### src/rtl/data_cache_if.sv
// CPU-side and memory-side signals of the data cache, bundled for a single port.
// The cache uses the slave modport; the environment driving it uses master.
interface data_cache_if #(
    parameter int ADDRESS_WIDTH = 32,
    parameter int DATA_WIDTH    = 32
);
    logic [ADDRESS_WIDTH-1:0] cpu_addr;
    logic                     cpu_re;
    logic [3:0]               cpu_we;
    logic [DATA_WIDTH-1:0]    cpu_wdata;
    logic [DATA_WIDTH-1:0]    cpu_rdata;
    logic                     stall;

    logic                     mem_req;
    logic                     mem_we;
    logic [ADDRESS_WIDTH-1:0] mem_addr;
    logic [3:0]               mem_be;
    logic [DATA_WIDTH-1:0]    mem_wdata;
    logic                     mem_ready;
    logic [DATA_WIDTH-1:0]    mem_rdata;

    modport master (
        output cpu_addr, cpu_re, cpu_we, cpu_wdata, mem_ready, mem_rdata,
        input  cpu_rdata, stall, mem_req, mem_we, mem_addr, mem_be, mem_wdata
    );

    modport slave (
        input  cpu_addr, cpu_re, cpu_we, cpu_wdata, mem_ready, mem_rdata,
        output cpu_rdata, stall, mem_req, mem_we, mem_addr, mem_be, mem_wdata
    );
endinterface

### src/rtl/data_cache.sv
// Direct-mapped, write-through, no-write-allocate data cache. Read hits are
// served combinationally; misses refill a full line one word per memory beat.
module data_cache #(
    parameter int ADDRESS_WIDTH  = 32,
    parameter int DATA_WIDTH     = 32,
    parameter int SETS           = 16,
    parameter int WORDS_PER_LINE = 4
) (
    input  logic        clk,
    input  logic        rst,
    data_cache_if.slave bus
);
    localparam int WORD_BITS  = $clog2(WORDS_PER_LINE);
    localparam int INDEX_BITS = $clog2(SETS);
    localparam int LINE_LSB   = 2 + WORD_BITS;
    localparam int TAG_LSB    = LINE_LSB + INDEX_BITS;
    localparam int TAG_BITS   = ADDRESS_WIDTH - TAG_LSB;
    localparam logic [WORD_BITS-1:0] LAST_BEAT = WORD_BITS'(WORDS_PER_LINE - 1);

    typedef enum logic [1:0] {IDLE, REFILL, WRITE, RESP} state_t;

    state_t                   state_q;
    logic [WORD_BITS-1:0]     count_q;
    logic [SETS-1:0]          valid_q;
    logic [TAG_BITS-1:0]      tag_q  [SETS];
    logic [DATA_WIDTH-1:0]    data_q [SETS][WORDS_PER_LINE];

    logic                     mem_req_q;
    logic                     mem_we_q;
    logic [ADDRESS_WIDTH-1:0] mem_addr_q;
    logic [3:0]               mem_be_q;
    logic [DATA_WIDTH-1:0]    mem_wdata_q;

    logic [WORD_BITS-1:0]              word_sel;
    logic [INDEX_BITS-1:0]             index;
    logic [TAG_BITS-1:0]               addr_tag;
    logic [ADDRESS_WIDTH-LINE_LSB-1:0] line_addr;
    logic [WORD_BITS-1:0]              count_inc;
    logic                              hit;
    logic                              store_req;
    logic                              read_miss;
    logic                              refill_beat;
    logic                              store_hit_beat;
    logic [DATA_WIDTH-1:0]             cur_word;
    logic [DATA_WIDTH-1:0]             merged_d;
    logic                              unused_offset;

    assign word_sel  = bus.cpu_addr[2 +: WORD_BITS];
    assign index     = bus.cpu_addr[LINE_LSB +: INDEX_BITS];
    assign addr_tag  = bus.cpu_addr[TAG_LSB +: TAG_BITS];
    assign line_addr = bus.cpu_addr[ADDRESS_WIDTH-1:LINE_LSB];
    assign count_inc = count_q + WORD_BITS'(1);
    assign unused_offset = ^bus.cpu_addr[1:0];

    assign hit       = valid_q[index] && (tag_q[index] == addr_tag);
    assign store_req = |bus.cpu_we;
    assign read_miss = bus.cpu_re && !hit;
    assign cur_word  = data_q[index][word_sel];

    assign refill_beat    = !rst && (state_q == REFILL) && bus.mem_ready;
    assign store_hit_beat = !rst && (state_q == WRITE) && bus.mem_ready && hit;

    // Byte-lane merge of a store into the currently cached word.
    for (genvar gi = 0; gi < 4; gi++) begin : g_lane
        assign merged_d[8*gi +: 8] = bus.cpu_we[gi] ? bus.cpu_wdata[8*gi +: 8]
                                                     : cur_word[8*gi +: 8];
    end

    always_ff @(posedge clk) begin
        if (rst) begin
            state_q     <= IDLE;
            count_q     <= '0;
            valid_q     <= '0;
            mem_req_q   <= 1'b0;
            mem_we_q    <= 1'b0;
            mem_addr_q  <= '0;
            mem_be_q    <= 4'h0;
            mem_wdata_q <= '0;
        end else begin
            case (state_q)
                IDLE: begin
                    if (store_req) begin
                        state_q     <= WRITE;
                        mem_req_q   <= 1'b1;
                        mem_we_q    <= 1'b1;
                        mem_addr_q  <= {bus.cpu_addr[ADDRESS_WIDTH-1:2], 2'b00};
                        mem_be_q    <= bus.cpu_we;
                        mem_wdata_q <= bus.cpu_wdata;
                    end else if (read_miss) begin
                        // Invalidate first so a half-filled line can never hit.
                        state_q        <= REFILL;
                        count_q        <= '0;
                        valid_q[index] <= 1'b0;
                        mem_req_q      <= 1'b1;
                        mem_we_q       <= 1'b0;
                        mem_addr_q     <= {line_addr, {WORD_BITS{1'b0}}, 2'b00};
                        mem_be_q       <= 4'hF;
                    end
                end
                REFILL: begin
                    if (bus.mem_ready) begin
                        count_q    <= count_inc;
                        mem_addr_q <= {line_addr, count_inc, 2'b00};
                        if (count_q == LAST_BEAT) begin
                            valid_q[index] <= 1'b1;
                            mem_req_q      <= 1'b0;
                            state_q        <= RESP;
                        end
                    end
                end
                WRITE: begin
                    if (bus.mem_ready) begin
                        mem_req_q <= 1'b0;
                        state_q   <= RESP;
                    end
                end
                RESP: begin
                    state_q <= IDLE;
                end
                default: begin
                    state_q <= IDLE;
                end
            endcase
        end
    end

    // Tag and data arrays carry no reset; only the valid bits gate their use.
    always_ff @(posedge clk) begin
        if (refill_beat) begin
            data_q[index][count_q] <= bus.mem_rdata;
            if (count_q == LAST_BEAT) begin
                tag_q[index] <= addr_tag;
            end
        end else if (store_hit_beat) begin
            data_q[index][word_sel] <= merged_d;
        end
    end

    assign bus.stall = ((state_q == IDLE) && (store_req || read_miss))
                     || (state_q == REFILL) || (state_q == WRITE);
    assign bus.cpu_rdata = cur_word;
    assign bus.mem_req   = mem_req_q;
    assign bus.mem_we    = mem_we_q;
    assign bus.mem_addr  = mem_addr_q;
    assign bus.mem_be    = mem_be_q;
    assign bus.mem_wdata = mem_wdata_q;
endmodule

### src/flat_wrapper.sv
// flat-port wrapper written by rule: the top's interface ports become plain ports
module data_cache_flat 
#(
    parameter int ADDRESS_WIDTH  = 32,
    parameter int DATA_WIDTH     = 32,
    parameter int SETS           = 16,
    parameter int WORDS_PER_LINE = 4
)
  (clk, rst, bus_cpu_addr, bus_cpu_re, bus_cpu_we, bus_cpu_wdata, bus_mem_ready, bus_mem_rdata, bus_cpu_rdata, bus_stall, bus_mem_req, bus_mem_we, bus_mem_addr, bus_mem_be, bus_mem_wdata);
  data_cache_if #(.ADDRESS_WIDTH(ADDRESS_WIDTH), .DATA_WIDTH(DATA_WIDTH)) bus_i ();
  input  logic clk;
  input  logic rst;
  input wire logic [$bits(bus_i.cpu_addr)-1:0] bus_cpu_addr;
  input wire logic [$bits(bus_i.cpu_re)-1:0] bus_cpu_re;
  input wire logic [$bits(bus_i.cpu_we)-1:0] bus_cpu_we;
  input wire logic [$bits(bus_i.cpu_wdata)-1:0] bus_cpu_wdata;
  input wire logic [$bits(bus_i.mem_ready)-1:0] bus_mem_ready;
  input wire logic [$bits(bus_i.mem_rdata)-1:0] bus_mem_rdata;
  output wire logic [$bits(bus_i.cpu_rdata)-1:0] bus_cpu_rdata;
  output wire logic [$bits(bus_i.stall)-1:0] bus_stall;
  output wire logic [$bits(bus_i.mem_req)-1:0] bus_mem_req;
  output wire logic [$bits(bus_i.mem_we)-1:0] bus_mem_we;
  output wire logic [$bits(bus_i.mem_addr)-1:0] bus_mem_addr;
  output wire logic [$bits(bus_i.mem_be)-1:0] bus_mem_be;
  output wire logic [$bits(bus_i.mem_wdata)-1:0] bus_mem_wdata;
  assign bus_i.cpu_addr = bus_cpu_addr;
  assign bus_i.cpu_re = bus_cpu_re;
  assign bus_i.cpu_we = bus_cpu_we;
  assign bus_i.cpu_wdata = bus_cpu_wdata;
  assign bus_i.mem_ready = bus_mem_ready;
  assign bus_i.mem_rdata = bus_mem_rdata;
  assign bus_cpu_rdata = bus_i.cpu_rdata;
  assign bus_stall = bus_i.stall;
  assign bus_mem_req = bus_i.mem_req;
  assign bus_mem_we = bus_i.mem_we;
  assign bus_mem_addr = bus_i.mem_addr;
  assign bus_mem_be = bus_i.mem_be;
  assign bus_mem_wdata = bus_i.mem_wdata;
  data_cache #(.ADDRESS_WIDTH(ADDRESS_WIDTH), .DATA_WIDTH(DATA_WIDTH), .SETS(SETS), .WORDS_PER_LINE(WORDS_PER_LINE)) u_core (.clk(clk), .rst(rst), .bus(bus_i));
endmodule
### config.mk
export PLATFORM = sky130hd
export DESIGN_NAME = data_cache_flat
export DESIGN_NICKNAME = d
export VERILOG_FILES = /design/src/rtl/data_cache_if.sv /design/src/rtl/data_cache.sv /design/src/flat_wrapper.sv
export SDC_FILE = /design/constraint.sdc
export NUM_CORES = 2
export LEC_CHECK = 0
export CAP_MARGIN = 20
export CORE_MARGIN = 5
export CORE_UTILIZATION = 40
export DETAILED_ROUTE_END_ITERATION = 10
export GPL_ROUTABILITY_DRIVEN = 0
export GPL_TIMING_DRIVEN = 0
export PLACE_DENSITY_LB_ADDON = 0.08
export SLEW_MARGIN = 20
export SYNTH_ARGS = -nofsm -noshare
export SYNTH_HDL_FRONTEND = slang
export SYNTH_SLANG_ARGS = --single-unit
### constraint.sdc
create_clock -name clk -period 5.1 [get_ports clk]
set_input_delay 0.765 -clock clk [delete_from_list [all_inputs] [get_ports clk]]
set_output_delay 0.765 -clock clk [all_outputs]
set_load 0.02 [all_outputs]
==> flow_summary.json <==
{
  "drtIter0Drc": 5165,
  "drive_gt1_share_pct": 33.9,
  "die_w_um": 507,
  "post-route-min-period_ps": 5110,
  "fin_util_pct": 49.0,
  "ys.flop_type": "edfxtp_1",
  "endpoint_kind": "output pin",
  "synthArstFlopShare_pct": 0,
  "synth-edff-count": 2432,
  "drtPass1Iterations": 5,
  "fillers": 19783,
  "floorplan.initialDensity_pct": 40.2,
  "powerDensity_nw_per_um2": 388,
  "ir_drop_v": 0.000275,
  "grt.overflow.total": 0,
  "ys_ff_latch": 2520,
  "drtAntennaViolNets": 0,
  "numPortBuffers": 197,
  "clock_sinks": 2520,
  "syn_area_um2": 99000,
  "yosysSeqAreaShare_pct": 75.6,
  "netlist-cell-type-count": 58,
  "yosys-top-cells-count": "2432 x edfxtp_1, 725 x mux4_2, 166 x mux2_2",
  "ys.warnings.count": 0,
  "yosysTopAreaCell": "edfxtp_1",
  "hold_class": "input port to register",
  "grt_pass1_wl_um": 432000,
  "dp_hpwl_um": 223000,
  "wirelength_um": 317000,
  "max_freq_mhz": 196,
  "synth_top_area_share_pct": 73.8,
  "vias": 50308,
  "hold_ws_ps": 439,
  "crit_required_ps": 4340,
  "skew_ps": 71.2,
  "numCtsBuffers": 291,
  "wire_per_inst_um": 36.8,
  "remaining_drc_errors": 0,
  "grt_pass1_vias": 50684,
  "timing.final.ws_setup_ps": -10.3,
  "max-slew-margin-rel_pct": 25.2,
  "cts_tree": "built",
  "clk_latency_ps": 940,
  "yosysMostFrequentCell": "edfxtp_1",
  "clockBufferDepth": 4,
  "synth_top_cells_by_area": "edfxtp_1 74%, mux4_2 17%, mux2_2 1.9%, dfxtp_1 1.8%, mux2i_1 1.3%",
  "fin_nets": 5216,
  "status": "finished, violations left",
  "synth_cells": 4391,
  "grt_max_degree": 23,
  "antenna_found_initial": 20,
  "crit_fanout": 10,
  "grt_usage_pct": 24.4,
  "area_delta_synth_final_pct": 22.0,
  "maxCapViolations": 0,
  "avgSynthCellArea_um2": 22.5,
  "crit_type": "input port to output pin",
  "cts_root_buf": "clkbuf_16",
  "power.leakage_nw": 38.1,
  "htree_num_levels": 5,
  "placementRows": 182,
  "clkTransAtPathRegs_ps": 50,
  "fin_crit_sh_pct": 100,
  "violations": "negative setup slack",
  "slew_violations": 0,
  "tightest_slew_ps": 1120,
  "tns_ps": -10.3,
  "boundaryPins": 207,
  "core-area_um2": 246000,
  "hold_violations": 0,
  "cp-start-kind": "input port",
  "rsz0062_at_grt": "true",
  "setup_violations": 1,
  "vias_per_cell": 5.83,
  "worst_ep_arrival_time_ps": 4350,
  "dieArea_um2": 257000,
  "fp.dieH_um": 507
}
flip-flops by register name, summed over array words and instances (netlist names), named ones only:
signal,flops
u_core.bus.mem_be,4
u_core.data_q,2048
u_core.bus.mem_req,1
u_core.tag_q,384
u_core.bus.mem_we,1
u_core.count_q,2
u_core.state_q,2
u_core.bus.mem_addr,30
u_core.bus.mem_wdata,32
critical path, stage by stage:
cell and delay, ps:
buf_6 170, buf_12 210, buf_8 200, buf_16 230
buf_12 240, buf_8 230, mux4_2 530, mux4_2 610
mux4_2 670, dlygate4sd2_1 380
placed cells by master, fill, tap and decap left out, types with 11 or more instances in the layout:
cell type	instances
a211oi_1	23
a21oi_1	78
a21oi_4	64
a22o_1	12
a22oi_1	31
buf_12	37
buf_16	145
buf_2	23
buf_4	85
buf_6	46
buf_8	22
bufinv_16	13
clkbuf_1	97
clkbuf_16	305
clkbuf_2	44
clkbuf_4	15
clkbuf_8	28
clkdlybuf4s50_1	160
clkinv_1	67
clkinv_2	37
dfxtp_1	88
diode_2	11
dlygate4sd2_1	33
edfxtp_1	2432
inv_1	14
mux2_2	166
mux2i_1	127
mux4_2	725
nand2_1	107
nand2b_1	19
nor2_1	14
nor2_4	20
o211ai_1	30
o21ai_0	44
xor2_1	16
power breakdown:
| group | internal (mW) | switching [mW] |
|---|---|---|
| sequential | 22.8 | 0.114 |
| combinational | 1.50 | 2.76 |
| clock | 11.4 | 8.13 |
| total | 35.8 | 11.0 |
cell families after synthesis:
logic type                 synth area share [%]
AOI/OAI and AO/OA                          1.98
xor gates and xnor gates                  0.221
adders and majority gates                 0.101
buffers and inverters                      1.35
DFF                                        75.6
muxes                                      19.7
other                                   0.00379
and+or+nand+nor                            1.05
per-layer routing:
layer / track usage, % / wire length (um)
met4: 8.16 / 12000
met1: 33.4 / 130000
met3: 4.28 / 20500
met2: 39.9 / 155000
met5: 0 / 13
layout make-up:
class                      count  area [um^2]  share of cell area (%)
timing repair buffer         421         6820                    5.65
clock inverter               123          878                   0.728
buffer                       260         2340                    1.94
multi-input combinational   1595        23800                    19.7
antenna                       11         27.5                  0.0228
sequential                  2520        74800                    62.0
clock buffer                 370         7840                    6.50
tap                         3312         4140                    3.43
inverter                      15         57.6                  0.0477
worst paths after layout:
kind,slack [ps],cells past startpoint,to,start
setup / recovery,-10,10,bus_cpu_rdata[25],bus_cpu_addr[4]
hold / removal,440,3,u_core.bus.mem_wdata[9]$_SDFFE_PP0P_,bus_cpu_wdata[9]
setup reg to reg,70,16,u_core.data_q[12][111]$_DFFE_PP_,u_core.tag_q[15][12]$_DFFE_PP_
hold reg to reg,460,2,u_core.bus.mem_wdata[29]$_SDFFE_PP0P_,u_core.bus.mem_wdata[29]$_SDFFE_PP0P_
through the flow:
step	instances	total power, mW	cell area (um^2)	setup WS [ps]
floorplan	4392	25.5	99000	-381
global placement	7901	27.5	105000	-6180
detailed placement	8057	27.6	110000	-2240
CTS	8611	47.2	120000	-74.6
global route	8619	48.2	121000	-16.4
finish	8627	46.8	121000	-10.3
what timing repair did:
action                     in CTS  in global routing
setup endpoints to repair    4218                682
buffers inserted               62                  4
gates cloned                    0                  1
gates resized for setup       368                 35
pin swaps                      33                  2
hold buffers                    0                  0
Power figures use the tool's default switching activity.
